[config.mk]
export PLATFORM = sky130hd
export DESIGN_NAME = seq_det_sched
export DESIGN_NICKNAME = d
export VERILOG_FILES = /design/src/rtl/seq_det_sched.sv
export SDC_FILE = /design/constraint.sdc
export NUM_CORES = 1
export LEC_CHECK = 0
export BUFFER_PORTS_ARGS = -buffer_cell sky130_fd_sc_hd__buf_4
export CORE_MARGIN = 2
export CORE_UTILIZATION = 35
export CTS_CLUSTER_DIAMETER = 30
export DETAILED_ROUTE_END_ITERATION = 8
export GPL_TIMING_DRIVEN = 1
export PLACE_DENSITY_LB_ADDON = 0.12
export SLEW_MARGIN = 30
export SYNTH_ARGS = -nofsm -noshare
export SYNTH_HDL_FRONTEND = slang
export SYNTH_SLANG_ARGS = --single-unit
[constraint.sdc]
create_clock -name clk -period 4.1 [get_ports clk]
set_input_delay 0.41 -clock clk [delete_from_list [all_inputs] [get_ports clk]]
set_output_delay 0.41 -clock clk [all_outputs]
set_load 0.02 [all_outputs]
[src/rtl/seq_det_sched.sv]
// rtl/seq_det_sched.sv - round-robin time-multiplexed overlapping sequence detector
//
// Purpose: shares one sequence-detect next-state datapath across NCH serial
// bit streams. A round-robin arbiter grants at most one eligible channel per
// cycle. The granted channel's saved progress is advanced by one bit, and each
// full pattern match produces a registered one-cycle pulse tagged with the
// channel number.
//
// Ports:
//   clk        system clock, rising edge
//   rst        asynchronous active-high reset
//   req        per-channel bit-valid request (held until granted)
//   in         per-channel serial data bit, valid while req is high
//   clr        per-channel synchronous progress clear (blocks the grant)
//   gnt        one-hot or zero grant, combinational
//   match_vld  registered one-cycle detection pulse
//   match_ch   channel of the detection, valid while match_vld is high
//   ovr_cnt    saturating count of detections lost to reset release
module seq_det_sched #(
    parameter int              NCH     = 4,
    parameter int              PLEN    = 5,
    parameter logic [PLEN-1:0] PATTERN = 5'b11011,
    parameter int              SW      = $clog2(PLEN + 1),
    parameter int              CW      = (NCH > 2) ? $clog2(NCH) : 1
) (
    input  logic           clk,
    input  logic           rst,
    input  logic [NCH-1:0] req,
    input  logic [NCH-1:0] in,
    input  logic [NCH-1:0] clr,
    output logic [NCH-1:0] gnt,
    output logic           match_vld,
    output logic [CW-1:0]  match_ch,
    output logic [7:0]     ovr_cnt
);

    // Bit j of the candidate string (first s pattern bits, then b), in
    // arrival order. PATTERN[PLEN-1] is the first bit received.
    function automatic logic cand_bit(input int s, input int b, input int j);
        if (j < s) begin
            return PATTERN[PLEN-1-j];
        end
        return (b != 0);
    endfunction

    // Longest proper prefix of the pattern that is also its suffix; this is
    // where progress restarts after a full match so overlaps are detected.
    function automatic int border_len();
        int  best;
        logic ok;
        best = 0;
        for (int k = 1; k < PLEN; k++) begin
            ok = 1'b1;
            for (int m = 0; m < k; m++) begin
                if (PATTERN[k-1-m] != PATTERN[PLEN-1-m]) begin
                    ok = 1'b0;
                end
            end
            if (ok) begin
                best = k;
            end
        end
        return best;
    endfunction

    // Table entry {hit, next_s} for progress s and bit b. Only evaluated at
    // elaboration; the hardware sees a constant lookup table.
    function automatic logic [SW:0] step_entry(input int s, input int b);
        int   len;
        int   best;
        logic ok;
        len  = s + 1;
        best = 0;
        for (int k = 1; k <= len; k++) begin
            ok = 1'b1;
            for (int m = 0; m < k; m++) begin
                if (cand_bit(s, b, len - k + m) != PATTERN[PLEN-1-m]) begin
                    ok = 1'b0;
                end
            end
            if (ok) begin
                best = k;
            end
        end
        if (best == PLEN) begin
            return {1'b1, SW'(border_len())};
        end
        return {1'b0, SW'(best)};
    endfunction

    logic [SW:0]    nxt_tbl [PLEN][2];

    for (genvar gs = 0; gs < PLEN; gs++) begin : g_s
        for (genvar gb = 0; gb < 2; gb++) begin : g_b
            localparam logic [SW:0] ENTRY = step_entry(gs, gb);
            assign nxt_tbl[gs][gb] = ENTRY;
        end
    end

    logic [SW-1:0]  s [NCH];
    logic [CW-1:0]  ptr;
    logic           fresh_q;

    logic [NCH-1:0] eligible;
    logic [CW:0]    scan;
    logic           any_gnt;
    logic [CW-1:0]  gidx;
    logic [SW-1:0]  cur_s;
    logic           cur_b;
    logic [SW:0]    entry;
    logic           hit;
    logic [SW-1:0]  nxt_s;

    assign eligible = req & ~clr;

    // Round-robin scan starting at ptr, wrapping NCH-1 to 0. The grant is
    // forced off while reset is asserted.
    always_comb begin
        gnt     = '0;
        gidx    = '0;
        any_gnt = 1'b0;
        scan    = '0;
        if (!rst) begin
            for (int i = 0; i < NCH; i++) begin
                scan = {1'b0, ptr} + (CW+1)'(i);
                if (scan >= (CW+1)'(NCH)) begin
                    scan = scan - (CW+1)'(NCH);
                end
                if (!any_gnt && eligible[scan[CW-1:0]]) begin
                    any_gnt               = 1'b1;
                    gnt[scan[CW-1:0]]     = 1'b1;
                    gidx                  = scan[CW-1:0];
                end
            end
        end
    end

    // Shared next-state datapath for the granted channel.
    always_comb begin
        cur_s = s[gidx];
        cur_b = in[gidx];
        entry = '0;
        if (int'(cur_s) < PLEN) begin
            entry = nxt_tbl[cur_s][cur_b];
        end
        hit   = entry[SW];
        nxt_s = entry[SW-1:0];
    end

    always_ff @(posedge clk or posedge rst) begin
        if (rst) begin
            for (int i = 0; i < NCH; i++) begin
                s[i] <= '0;
            end
            ptr       <= '0;
            match_vld <= 1'b0;
            match_ch  <= '0;
            ovr_cnt   <= '0;
            fresh_q   <= 1'b1;
        end else begin
            for (int i = 0; i < NCH; i++) begin
                if (clr[i]) begin
                    s[i] <= '0;
                end else if (gnt[i]) begin
                    s[i] <= nxt_s;
                end
            end
            if (any_gnt) begin
                ptr <= (gidx == CW'(NCH - 1)) ? '0 : gidx + CW'(1);
            end
            match_vld <= any_gnt & hit;
            if (any_gnt && hit) begin
                match_ch <= gidx;
            end
            // A completion on the first edge after reset release belongs to
            // the cycle in which reset dropped; its pulse slot was lost.
            fresh_q <= 1'b0;
            if (fresh_q && any_gnt && hit && ovr_cnt != 8'hFF) begin
                ovr_cnt <= ovr_cnt + 8'd1;
            end
        end
    end

endmodule

# Word level (Yosys, flattened, before mapping)
# Memories as Yosys holds them, arrays and structs flattened.
# Cells that the tools add are included.
# Widths: inputs -> output; s select.
[totals]
out_inout_bits = 15
n_memories = 1
register_bits = 26
romBits = 64
[memory_table]
columns = ["memory", "depth", "width", "rd", "rd_ports_with_merged_regs", "write_ports", "line_no", "rtl"]
rows = [
  ["(no name shown)", 8, 8, 1, 0, 0, "144", "entry = nxt_tbl[cur_s][cur_b];"],
]
[op_classes]
n_eq_ne = 2
mux = 65
n_addsub = 9
n_bitwise = 9
reduce_logical = 18
magnitude_cmp = 17
[ops]
columns = ["cell", "count"]
rows = [
  ["$mux 4", 12],
  ["$mux 3", 10],
  ["$mux 2", 14],
  ["$mux 1", 17],
  ["$mux 8", 2],
  ["$lt 2x3->1 const B", 5],
  ["$ge 3x3->1 const B", 4],
  ["$or 4x4->4", 3],
  ["$logic_and 1x1->1", 11],
  ["$bmux 1 s2", 5],
  ["$add 8x1->8 const B", 1],
  ["$demux 1 s2", 4],
  ["$ge 2x1->1 const B", 4],
  ["$ne 8x8->1 const B", 1],
  ["$reduce_bool 2->1", 4],
  ["$sub 2x1->2 const B", 4],
  ["$add 2x2->3 const B", 2],
  ["$bmux 3 s2", 1],
  ["$and 4x4->4", 1],
  ["$ge 4x4->1 const B", 1],
  ["$not 3->4", 1],
  ["$not 4->4", 1],
  ["$add 2x1->3 const B", 1],
  ["$ge 2x3->1 const B", 1],
  ["8 further kinds", 10],
]

# Longest topological paths before layout
# Gate-level depths: netlist of run 1.
[logic_depth]
word_depth = 33
depth_mapped = 16
mapped_depth_nobuf = 15

# Worst setup path before layout of run 1
# No wires, ideal clock.
[synth_path]
path_type = "reg-to-reg"
from = "reg ptr[0]"
to = "reg s[1] in the netlist's numbering"
stages_incl_launch_ff = 17
path_slack_ns = 0.234
path_buffers = 2
setup_time_ns = 0.145
t_arrival_ns = 3.721
required_ns = 3.955
path_cell_list = "dfrtp_1 > clkinv_1 > ha_1 > mux4_2 > nor2b_4 > or4_4 > and2_4 > buf_6 > clkbuf_1 > nand2_1 > o21ai_0 > mux2_2 > ha_1 > nand4b_1 > o21ai_0 > o31ai_1 > a311oi_1"
[synth_via]
elab_chain_cells = 33
[synth_rtl]
columns = ["element", "line_no", "rtl"]
rows = [
  ["start, declared", "101", "logic [CW-1:0] ptr;"],
  ["start signal, assigned", "169", "ptr <= (gidx == CW'(NCH - 1)) ? '0 : gidx + CW'(1);"],
  ["$ge 2x3->1 / $sub 2x1->2 (equally long branches)", "126, 127", ""],
  ["$mux 2", "126", "if (scan >= (CW+1)'(NCH)) begin"],
  ["$mux 2", "123", "if (!rst) begin"],
  ["$bmux 1 s2", "129", "if (!any_gnt && eligible[scan[CW-1:0]]) begin"],
  ["$mux 1 (implied by the code)", "129", ""],
  ["$mux 1", "129", ""],
  ["$mux 1", "123", ""],
  ["$logic_not 1->1", "129", ""],
  ["(+13 left out)", "n/a", ""],
  ["$mux 3 (implied by the code) (2 in a row)", "140", "cur_s = s[gidx];"],
  ["$not 3->4 (implied by the code)", "144", ""],
  ["$mem_v2 8x8", "n/a", ""],
  ["$mux 8 (implied by the code) (2 in a row)", "144", ""],
  ["$mux 4 (implied by the code) (3 in a row)", "144", ""],
  ["$mux 4", "143", "if (int'(cur_s) < PLEN) begin"],
  ["$mux 3", "164", "end else if (gnt[i]) begin"],
  ["$mux 3", "162", "if (clr[i]) begin"],
  ["end signal, assigned by index", "165", "s[i] <= nxt_s;"],
  ["end, declared", "100", "logic [SW-1:0] s [NCH];"],
]
# Several ways; a longest one is shown, not always the timed one. The select of a mux whose other input is x is not followed.
# A chain may end at the register's enable or synchronous reset.

# Worst setup path in the final report of run 1
[layout_path]
from = "reg ptr[1]"
to = "reg s[1] in the netlist's numbering"
# The elaborated chain is that of the path after synthesis.

==> results of run 1 <==
-- kinds of logic after synthesis --
| family | after synthesis |
|---|---|
| flops | 26 |
| mux | 11 |
| simple gates | 86 |
| buf+inv | 21 |
| xor+xnor | 6 |
| fa+ha+maj | 12 |
| other cells | 1 |
| compound gates | 46 |
-- cells in the mapped netlist, types with 2 or more instances --
cell / count
sky130_fd_sc_hd__o32ai_1: 4
sky130_fd_sc_hd__o2111a_1: 2
sky130_fd_sc_hd__nand2b_1: 5
sky130_fd_sc_hd__nor3_1: 2
sky130_fd_sc_hd__o21ai_0: 4
sky130_fd_sc_hd__nor4_1: 2
sky130_fd_sc_hd__dfrtp_1: 25
sky130_fd_sc_hd__nand3_1: 12
sky130_fd_sc_hd__or3_1: 2
sky130_fd_sc_hd__buf_6: 2
sky130_fd_sc_hd__clkbuf_1: 4
sky130_fd_sc_hd__mux2_2: 4
sky130_fd_sc_hd__a221o_1: 4
sky130_fd_sc_hd__nor2b_1: 6
sky130_fd_sc_hd__ha_1: 12
sky130_fd_sc_hd__mux4_2: 4
sky130_fd_sc_hd__nand2_1: 15
sky130_fd_sc_hd__a21oi_1: 13
sky130_fd_sc_hd__nand3b_1: 7
sky130_fd_sc_hd__nand4_1: 3
sky130_fd_sc_hd__a31oi_1: 3
sky130_fd_sc_hd__and2_1: 2
sky130_fd_sc_hd__a311oi_1: 5
sky130_fd_sc_hd__and3_1: 5
sky130_fd_sc_hd__xnor2_1: 5
sky130_fd_sc_hd__a22oi_1: 4
sky130_fd_sc_hd__mux2i_1: 2
sky130_fd_sc_hd__nor2_1: 15
sky130_fd_sc_hd__inv_1: 13
sky130_fd_sc_hd__or2_2: 4
-- layout make-up --
cell class	instances	area [um^2]
fill	556	3080
multi-input combinational	162	1200
sequential	26	652
timing repair buffer	40	300
tap	72	90.1
inverter	14	52.6
clock buffer	3	41.3
clock inverter	1	30.0
-- sequential cells by signal, summed over array words and instances (netlist names) --
signal     flops
match_ch       2
s             12
ptr            2
match_vld      1
fresh_q        1
ovr_cnt        8
-- per-stage QoR --
stage | hold slack (ns) | util, % | std cells | area (um^2) | worst slack, ns
floorplan | 0.473 | - | 209 | 1940 | 0.234
global placement | 0.491 | 42.1 | 314 | 2290 | 0.524
detailed placement | 0.491 | 42.1 | 314 | 2290 | 0.514
CTS | 0.283 | 43.4 | 318 | 2360 | 0.475
global route | 0.322 | 43.4 | 318 | 2360 | 0.130
finish | 0.274 | 43.4 | 318 | 2360 | 0.479
-- power by group through the flow --
| stage | registers [mW] | clock network [mW] | logic [mW] |
|---|---|---|---|
| detailed placement | 0.322 | 0 | 0.714 |
| global placement | 0.322 | 0 | 0.724 |
| finish | 0.315 | 0.216 | 0.721 |
| CTS | 0.316 | 0.221 | 0.718 |
| global route | 0.322 | 0.230 | 0.805 |
| floorplan | 0.331 | 0 | 0.489 |
-- routing by layer --
metal	routed length (um)	up-vias	part of all wire, %
li1	-	844	-
met1	2290	842	46
met2	2380	50	48
met3	206	8	4.1
met4	121	0	2.4
met5	0	-	0
-- worst register-to-register path: stages (launching register included) --
cell and delay (ns):
sky130_fd_sc_hd__dfrtp_1 0.35, sky130_fd_sc_hd__inv_1 0.09, sky130_fd_sc_hd__ha_1 0.41, sky130_fd_sc_hd__mux4_2 0.35
sky130_fd_sc_hd__nor2b_4 0.16, sky130_fd_sc_hd__or4_4 0.42, sky130_fd_sc_hd__and2_4 0.22, sky130_fd_sc_hd__nand2_1 0.08
sky130_fd_sc_hd__nand2_1 0.05, sky130_fd_sc_hd__o21ai_0 0.24, sky130_fd_sc_hd__inv_1 0.18, sky130_fd_sc_hd__ha_1 0.26
sky130_fd_sc_hd__nand4b_1 0.10, sky130_fd_sc_hd__o21ai_0 0.08, sky130_fd_sc_hd__o31ai_1 0.23, sky130_fd_sc_hd__buf_4 0.17
sky130_fd_sc_hd__a311oi_1 0.09
-- path summary, 6_finish.rpt --
check	from	endpoint	slack, ns	cells past startpoint
setup / recovery	ptr[1]$_DFFE_PP0P_	s[1]$_DFFE_PP0P_	0.48	16
hold reg to reg	ovr_cnt[5]$_DFFE_PP0P_	ovr_cnt[5]$_DFFE_PP0P_	0.51	1
setup reg to reg	ptr[1]$_DFFE_PP0P_	s[1]$_DFFE_PP0P_	0.48	16
hold / removal	rst	s[11]$_DFFE_PP0P_	0.27	3
min in group clk	clr[0]	s[11]$_DFFE_PP0P_	0.33	2
max in group asynchronous	rst	fresh_q$_DFF_PP1_	3.52	3
==> Flow_metrics.wiki, run 1 <==
{| class="wikitable"
! Metric !! Value
|-
| Clock tree from TritonCTS || done
|-
| Global routing usage on met2 || 27.1%
|-
| Root cell of the clock tree || sky130_fd_sc_hd__clkbuf_8
|-
| Placer Congestion || 0.852
|-
| Synth Area in Simple Gates || 25.1%
|-
| Final total power || 1.25 mW
|-
| Cell type contributing the most total cell area after synthesis || sky130_fd_sc_hd__dfrtp_1
|-
| First-iteration detailed-routing DRC count || 77
|-
| Tightest Hold Check Type || primary input to async pin
|-
| M1 GR Usage || 23.5%
|-
| Post-synthesis mux area share || 8.56%
|-
| Asr flop ratio synth || 100%
|-
| Commonest cells after routing, fill and taps aside || 40 x sky130_fd_sc_hd__buf_4, 25 x sky130_fd_sc_hd__dfrtp_1, 15 x sky130_fd_sc_hd__nor2_1, 15 x sky130_fd_sc_hd__nand2_1
|-
| Top-area cell type share of the netlist area || 32.2%
|-
| Leakage power || 1.04 nW
|-
| Netlist area before placement || 0.00194 mm^2
|-
| Wirelength per Cell || 15.7 um
|-
| Power per cell area || 530 mW/mm^2
|-
| Worst skew pair latency || 0.27 ns
|-
| Worst Path Class, Setup || register to register
|-
| GRT overflow || 0
|-
| Synth unique cells || 49
|-
| Layout overhead on the synthesized area || 21.6%
|-
| Initial antenna violation count || 0
|-
| Number of antenna repair diodes || 0
|-
| Endpoints failing setup || 0
|-
| Sum of net half-perimeters after detailed placement || 3.76 mm
|-
| Status || complete, no violations
|-
| Total die area || 0.00616 mm^2
|-
| Syn_nets || 235
|-
| Max cap viols || 0
|-
| Maximum number of pins on one net before global-route repair || 27
|-
| First-pass GRT wire length || 8.34 mm
|-
| CP startpoint kind || register
|-
| Time the worst path needs with I/O delays and setup || 3.62 ns
|-
| Unrepaired setup endpoints after global routing || no
|-
| XOR/XNOR share of the synthesized area || 2.70%
|-
| Post-synthesis share of cell area spent on full adders, half adders and majority gates || 7.73%
|-
| Arr. time, crit path || 3.77 ns
|-
| Pins over their slew limit || 0
|-
| Type of element capturing the critical path || register
|-
| Worst clock skew || 0.00416 ns
|-
| Relative slew slack || 54.6%
|-
| Series of cell instances along the critical path || inv_1 > ha_1 > mux4_2 > nor2b_4 > or4_4 > and2_4 > nand2_1 > nand2_1 > o21ai_0 > inv_1 > ha_1 > nand4b_1 > o21ai_0 > o31ai_1 > buf_4 > a311oi_1
|-
| Final Hold Violating Endpoints || 0
|-
| Maximum buffer depth of the clock tree || 2
|-
| Final layout net count || 273
|-
| Starting density of the core || 35.7%
|-
| Fraction of layout cells with a size suffix above 1 || 24.8%
|-
| Number of global-route vias before repair || 1,684
|-
| Detailed-route via count || 1,744
|-
| Slew of the pin with the lowest slew margin || 0.679 ns
|-
| Post-synthesis average cell area || 9.30 um^2
|-
| IR Drop Worst-Case VDD || 0.243 mV
|-
| Post-route DRC violation count || 0
|-
| Count of buffers from port buffering || 28
|-
| Total buffers and inverters traversed by the critical path || 3
|-
| Most common cell after layout, fill and taps aside || sky130_fd_sc_hd__buf_4
|-
| Number of placement rows || 27
|-
| Clock-pin transition on the worst setup and hold timing paths || 0.10 ns
|-
| Synth warn || 0
|-
| Synth Register Bits || 26
|-
| Required time at the endpoint of the critical path || 4.25 ns
|-
| Slowest cell delay on critical path || 0.42 ns
|-
| Compound-gate portion of the synthesized area || 17.3%
|-
| Register share of total power || 25.2%
|-
| Top FF cell, synth || sky130_fd_sc_hd__dfrtp_1
|-
| # hold bufs at CTS || 0
|-
| Number of flops mapped to enable cells by yosys || 0
|-
| Kind of cell with the highest combined delay on the critical path || simple AND/OR/NAND/NOR gates
|-
| Clock network fraction of design power || 17.2%
|-
| GR peak layer || met2
|-
| Critical-path top delay cell || sky130_fd_sc_hd__or4_4
|-
| Vertical die dimension || 78.5 um
|-
| Internal power of the cells || 726 uW
|-
| CP max FO || 15
|-
| Max Clk Rate || 276 MHz
|-
| ANT nets after route || 0
|-
| Count of boundary I/O pins || 29
|-
| Net switching power || 527 uW
|-
| Power share of the combinational group || 57.6%
|-
| Combinational family with the most area after synthesis || simple AND/OR/NAND/NOR gates
|-
| Gr usage total || 17.3%
|-
| Cells taking the most area after synthesis || sky130_fd_sc_hd__dfrtp_1 32%, sky130_fd_sc_hd__ha_1 7.7%, sky130_fd_sc_hd__mux4_2 4.6%
|-
| Detailed-router iteration count before antenna repair || 4
|-
| Switching portion of total power || 42.0%
|-
| Horizontal extent of the die || 78.5 um
|-
| Vias per std cell || 5.48
|-
| Number of clock sinks || 26
|-
| Final cycle utilization of the critical path || 88.3%
|-
| Standard cell core area || 0.00544 mm^2
|-
| Post-CTS sizing || 0
|-
| Synthesized instance count || 209
|-
| Total CTS buffers || 3
|-
| Final WL || 4.99 mm
|-
| Setup TNS || 0 ns
|-
| Met3 capacity usage during global routing || 3.22%
|-
| CTS H-Tree Depth || 1
|-
| Share of the yosys chip area belonging to registers || 33.5%
|-
| Post-CTS Setup Inserts || 0
|}
Note: power is estimated with default switching activity, not from simulation.
==> run 2, diff against run 1 <==
- CELL_PAD_IN_SITES_DETAIL_PLACEMENT: default -> 0
- CELL_PAD_IN_SITES_GLOBAL_PLACEMENT: default -> 1
==> run 2 against run 1 <==
Net effect: clock power hardly changed; cell area is 0.37% lower; sequential share of layout area increased by 0.10 points; fmax rose by 1.5%; clock-buffer cell count is the same; non-clock buffer count fell by 2; sequential power is essentially flat; first-iteration DRC count grew 19%; critical path type unchanged; critical endpoint is now s[10]$_DFFE_PP0P_.
==> Flow_metrics.wiki, run 2 (synthesized netlist as in run 1, its figures left out) <==
{| class="wikitable"
! Metric !! Value
|-
| Status || complete, no violations
|-
| Pins over their slew limit || 0
|-
| Initial antenna violation count || 0
|-
| Dpl cell area || 0.00228 mm^2
|-
| Most common cell after layout, fill and taps aside || sky130_fd_sc_hd__buf_4
|-
| Count of boundary I/O pins || 29
|-
| Clock-pin transition on the worst setup and hold timing paths || 0.10 ns
|-
| Layout overhead on the synthesized area || 21.1%
|-
| ANT nets after route || 0
|-
| Clock network fraction of design power || 17.6%
|-
| Post-route DRC violation count || 0
|-
| CP max FO || 15
|-
| Top Registers || s: 12 flops, ovr_cnt: 8 flops
|-
| R2R Path End || s[10]$_DFFE_PP0P_
|-
| Register share of total power || 25.2%
|-
| CTS H-Tree Depth || 1
|-
| Relative slew slack || 54.4%
|-
| Number of global-route vias before repair || 1,582
|-
| Tightest Hold Check Type || primary input to async pin
|-
| Total CTS buffers || 3
|-
| Switching portion of total power || 42.0%
|-
| Horizontal extent of the die || 78.5 um
|-
| Setup TNS || 0 ns
|-
| Fraction of layout cells with a size suffix above 1 || 24.6%
|-
| Detailed-router iteration count before antenna repair || 4
|-
| Maximum number of pins on one net before global-route repair || 27
|-
| Number of placement rows || 27
|-
| Placer Congestion || 0.842
|-
| Vertical die dimension || 78.5 um
|-
| Net switching power || 524 uW
|-
| Total die area || 0.00616 mm^2
|-
| Post-layout instance area || 0.00235 mm^2
|-
| Required time at the endpoint of the critical path || 4.27 ns
|-
| Series of cell instances along the critical path || clkinv_1 > ha_1 > or3_1 > nor4_2 > or4_4 > and2_4 > nand2_1 > nand3_1 > o21ai_0 > inv_1 > ha_1 > nand3b_1 > o21ai_0 > o31ai_1 > buf_4 > a311oi_1
|-
| Post-layout util || 43.3%
|-
| Maximum buffer depth of the clock tree || 2
|-
| Max cap viols || 0
|-
| Power per cell area || 530 mW/mm^2
|-
| Detailed-route via count || 1,711
|-
| Type of element capturing the critical path || register
|-
| IR Drop Worst-Case VDD || 0.238 mV
|-
| Unrepaired setup endpoints after global routing || no
|-
| First-pass GRT wire length || 8.13 mm
|-
| Final Hold Violating Endpoints || 0
|-
| # hold bufs at CTS || 0
|-
| Worst R2R Start || ptr[0]$_DFFE_PP0P_
|-
| Root cell of the clock tree || sky130_fd_sc_hd__clkbuf_8
|-
| Final cycle utilization of the critical path || 87.0%
|-
| Slowest cell delay on critical path || 0.44 ns
|-
| Worst skew pair latency || 0.28 ns
|-
| Power share of the combinational group || 57.2%
|-
| Gr usage total || 17.0%
|-
| Max Clk Rate || 280 MHz
|-
| Hold slack || 0.265 ns
|-
| Number of antenna repair diodes || 0
|-
| Register-to-register path setup slack || 0.53 ns
|-
| Critical-path top delay cell || sky130_fd_sc_hd__or3_1
|-
| GRT overflow || 0
|-
| Time the worst path needs with I/O delays and setup || 3.57 ns
|-
| Clock tree from TritonCTS || done
|-
| Final total power || 1.25 mW
|-
| Internal power of the cells || 723 uW
|-
| Final layout net count || 271
|-
| Commonest cells after routing, fill and taps aside || 38 x sky130_fd_sc_hd__buf_4, 25 x sky130_fd_sc_hd__dfrtp_1, 15 x sky130_fd_sc_hd__nor2_1, 15 x sky130_fd_sc_hd__nand2_1
|-
| Count of cells along the worst register-to-register path || 16
|-
| Number of flip-flops in the largest register || 12
|-
| Leakage power || 1.03 nW
|-
| Worst Path Class, Setup || register to register
|-
| Vias per std cell || 5.41
|-
| Endpoints failing setup || 0
|-
| First-iteration detailed-routing DRC count || 92
|-
| Slew of the pin with the lowest slew margin || 0.681 ns
|-
| Sum of net half-perimeters after detailed placement || 3.78 mm
|-
| CP startpoint kind || register
|-
| Number of filler instances in the final layout || 550
|-
| Wirelength per Cell || 15.7 um
|-
| Worst clock skew || 0.00633 ns
|-
| Final WL || 4.96 mm
|-
| Count of buffers from port buffering || 28
|-
| Starting density of the core || 35.7%
|-
| Standard cell core area || 0.00544 mm^2
|-
| Number of clock sinks || 26
|-
| Biggest register || s
|-
| Arr. time, crit path || 3.74 ns
|}
## run 2: through the flow
stage / worst slack [ns] / std cells
floorplan: 0.234 / 209
global placement: 0.438 / 312
detailed placement: 0.463 / 312
CTS: 0.413 / 316
global route: 0.138 / 316
finish: 0.533 / 316
## run 2: area by class of cell
class,instances,area (um^2),area share (%)
multi-input combinational,162,1200,51.1
inverter,14,52.6,2.23
clock inverter,1,30.0,1.28
timing repair buffer,38,285,12.1
clock buffer,3,41.3,1.75
sequential,26,652,27.7
tap,72,90.1,3.83
## run 2: worst max-delay path, delay by kind of cell (launching register included)
family,cells,cell delay (ns)
AO/OA/AOI/OAI,4,0.64
adder cells (fa/ha/maj),2,0.62
buffers and inverters,3,0.46
flip-flops,1,0.37
AND/OR/NAND/NOR,7,1.37
## run 2: routing by layer
layer | track usage [%] | up-vias | part of all wire [%]
met3 | 2.30 | 6 | 2.3
met5 | 0 | - | 0
li1 | - | 839 | -
met1 | 24.8 | 837 | 51
met4 | 5.44 | 0 | 1.7
met2 | 25.8 | 29 | 45
## run 2: worst max path at each step
stage	start	endpoint	slack, ns	depth (start not counted)
global placement	ptr[0]$_DFFE_PP0P_	ovr_cnt[1]$_DFFE_PP0P_	0.44	10
CTS	ptr[0]$_DFFE_PP0P_	s[10]$_DFFE_PP0P_	0.41	16
global route	ptr[1]$_DFFE_PP0P_	s[10]$_DFFE_PP0P_	0.14	16
floorplan	ptr[0]$_DFFE_PP0P_	s[1]$_DFFE_PP0P_	0.23	16
finish	ptr[0]$_DFFE_PP0P_	s[10]$_DFFE_PP0P_	0.53	16
detailed placement	ptr[0]$_DFFE_PP0P_	ovr_cnt[1]$_DFFE_PP0P_	0.46	10
## run 2: what timing repair did
action,CTS,global route
resized for setup,0,1
setup buffers,0,0
setup endpoints to repair,0,1
## run 2: power by group through the flow
stage	Combinational, mW	Sequential (mW)	Clock, mW
2_1_floorplan	0.489	0.331	0
3_3_place_gp	0.723	0.320	0
3_5_place_dp	0.707	0.319	0
5_1_grt	0.787	0.320	0.238
4_1_cts	0.710	0.315	0.227
6_report	0.713	0.314	0.219
==> run 3, diff against run 2 <==
==> constraint.sdc (replaced) <==
create_clock -name clk -period 4.1 [get_ports clk]
set_input_delay 0.82 -clock clk [delete_from_list [all_inputs] [get_ports clk]]
set_output_delay 0.82 -clock clk [all_outputs]
set_load 0.02 [all_outputs]
==> run 3 against run 2 <==
Net effect: non-clock buffer count up 3; die area unchanged; global-route usage up 0.13 points; largest cell class unchanged.
==> Flow_metrics.wiki, run 3 (synthesized netlist as in run 1, its figures left out) <==
{| class="wikitable"
! Metric !! Value
|-
| Status || complete, no violations
|-
| Critical-path top delay cell || sky130_fd_sc_hd__or4_4
|-
| Post-CTS Setup Inserts || 0
|-
| Number of placement rows || 27
|-
| Pins over their slew limit || 0
|-
| Most common cell after layout, fill and taps aside || sky130_fd_sc_hd__buf_4
|-
| Fraction of layout cells with a size suffix above 1 || 25.1%
|-
| First-iteration detailed-routing DRC count || 76
|-
| Count of boundary I/O pins || 29
|-
| Biggest register || s
|-
| Post-route DRC violation count || 0
|-
| Starting density of the core || 35.7%
|-
| Placer Congestion || 0.848
|-
| CTS H-Tree Depth || 1
|-
| Commonest cells after routing, fill and taps aside || 41 x sky130_fd_sc_hd__buf_4, 25 x sky130_fd_sc_hd__dfrtp_1, 15 x sky130_fd_sc_hd__nor2_1, 15 x sky130_fd_sc_hd__nand2_1
|-
| Slowest cell delay on critical path || 0.42 ns
|-
| Detailed-route via count || 1,720
|-
| First-pass GRT wire length || 8.37 mm
|-
| Number of cells in the design after placement || 315
|-
| Number of filler instances in the final layout || 537
|-
| Dpl cell area || 0.00230 mm^2
|-
| Worst setup slack after layout || 0.351 ns
|-
| Setup TNS || 0 ns
|-
| Count of buffers from port buffering || 28
|-
| Number of antenna repair diodes || 0
|-
| Endpoints failing setup || 0
|-
| Required time at the endpoint of the critical path || 4.24 ns
|-
| Kind of cell with the highest combined delay on the critical path || simple AND/OR/NAND/NOR gates
|-
| Internal power of the cells || 738 uW
|-
| CP max FO || 15
|-
| Series of cell instances along the critical path || buf_4 > nor2b_1 > mux4_2 > nor2b_4 > or4_4 > and2_4 > nand2_1 > nand2_1 > o21ai_0 > inv_1 > ha_1 > nand4b_1 > o21ai_0 > o31ai_1 > buf_4 > a311oi_1
|-
| Register share of total power || 25.0%
|-
| Hold slack || 0.502 ns
|-
| Final Non-Filler Cells || 319
|-
| Relative slew slack || 57.9%
|-
| Number of flip-flops in the largest register || 12
|-
| Final total power || 1.26 mW
|-
| Post-Place Setup Slack || 0.123 ns
|-
| Post-layout util || 43.6%
|-
| Net switching power || 524 uW
|-
| Worst clock skew || 0.00731 ns
|-
| Detailed-router iteration count before antenna repair || 4
|-
| Max cap viols || 0
|-
| Slew of the pin with the lowest slew margin || 0.630 ns
|-
| Post-layout instance area || 0.00237 mm^2
|-
| Number of global-route vias before repair || 1,645
|-
| Power share of the combinational group || 58.1%
|-
| Standard cell core area || 0.00544 mm^2
|-
| Max Clk Rate || 267 MHz
|-
| Maximum buffer depth of the clock tree || 2
|-
| Initial antenna violation count || 0
|-
| Clock-pin transition on the worst setup and hold timing paths || 0.10 ns
|-
| Root cell of the clock tree || sky130_fd_sc_hd__clkbuf_8
|-
| Type of element capturing the critical path || register
|-
| Total die area || 0.00616 mm^2
|-
| Layout overhead on the synthesized area || 22.0%
|-
| Time the worst path needs with I/O delays and setup || 3.75 ns
|-
| GRT overflow || 0
|-
| Worst Path Class, Setup || primary input to register
|-
| Leakage power || 1.04 nW
|-
| # hold bufs at CTS || 0
|-
| Number of clock sinks || 26
|-
| Unrepaired setup endpoints after global routing || no
|-
| Arr. time, crit path || 3.89 ns
|-
| Final layout net count || 274
|-
| Gr usage total || 17.1%
|-
| Clock tree from TritonCTS || done
|-
| Routed length on met3 || 180 um
|-
| Horizontal extent of the die || 78.5 um
|-
| Total CTS buffers || 3
|-
| Total buffers and inverters traversed by the critical path || 3
|-
| Final cycle utilization of the critical path || 91.4%
|-
| Final WL || 4.95 mm
|-
| IR Drop Worst-Case VDD || 0.222 mV
|-
| CP startpoint kind || primary input
|-
| Power per cell area || 533 mW/mm^2
|-
| Maximum number of pins on one net before global-route repair || 27
|-
| Tightest Hold Check Type || register to register
|-
| Switching portion of total power || 41.5%
|-
| Metal2 WL || 2.30 mm
|-
| Wirelength per Cell || 15.5 um
|-
| Vertical die dimension || 78.5 um
|-
| Post-CTS sizing || 0
|-
| Top Metal Used || met4
|-
| Worst skew pair latency || 0.27 ns
|-
| Sum of net half-perimeters after detailed placement || 3.89 mm
|-
| Final Hold Violating Endpoints || 0
|-
| Length of routed wiring on met1 || 2.42 mm
|-
| Clock network fraction of design power || 16.9%
|-
| ANT nets after route || 0
|-
| Vias per std cell || 5.39
|-
| Top Registers || s: 12 flops, ovr_cnt: 8 flops
|}
[run 3: path summary, 6_finish.rpt]
kind	slack, ns	to	cells after the start	start
max	0.35	s[1]$_DFFE_PP0P_	16	clr[3]
min	0.50	ovr_cnt[5]$_DFFE_PP0P_	1	ovr_cnt[5]$_DFFE_PP0P_
max reg2reg	0.46	s[1]$_DFFE_PP0P_	16	ptr[0]$_DFFE_PP0P_
min reg2reg	0.50	ovr_cnt[5]$_DFFE_PP0P_	1	ovr_cnt[5]$_DFFE_PP0P_
max in group asynchronous	3.12	fresh_q$_DFF_PP1_	3	rst
min in group asynchronous	0.69	s[3]$_DFFE_PP0P_	3	rst
[run 3: metal layers]
layer,global-route usage [%],vias to the layer above
met3,2.07,4
met2,26.8,36
met5,0,-
met4,3.86,0
met1,25.2,834
li1,-,846
[run 3: final cells by class]
| type | instances | area, um^2 | area share [%] |
|---|---|---|---|
| Clock inverter | 1 | 30.0 | 1.27 |
| Timing Repair Buffer | 41 | 308 | 13.0 |
| Sequential cell | 26 | 652 | 27.5 |
| Tap cell | 72 | 90.1 | 3.80 |
| Multi-Input combinational cell | 162 | 1200 | 50.5 |
| Inverter | 14 | 52.6 | 2.22 |
| Clock buffer | 3 | 41.3 | 1.74 |
[run 3: power groups by stage]
stage	logic, mW	clock network (mW)	registers, mW
after floorplan	0.489	0	0.331
after global placement	0.749	0	0.320
after detailed placement	0.731	0	0.321
after CTS	0.735	0.218	0.316
after global routing	0.812	0.229	0.319
final	0.733	0.213	0.316
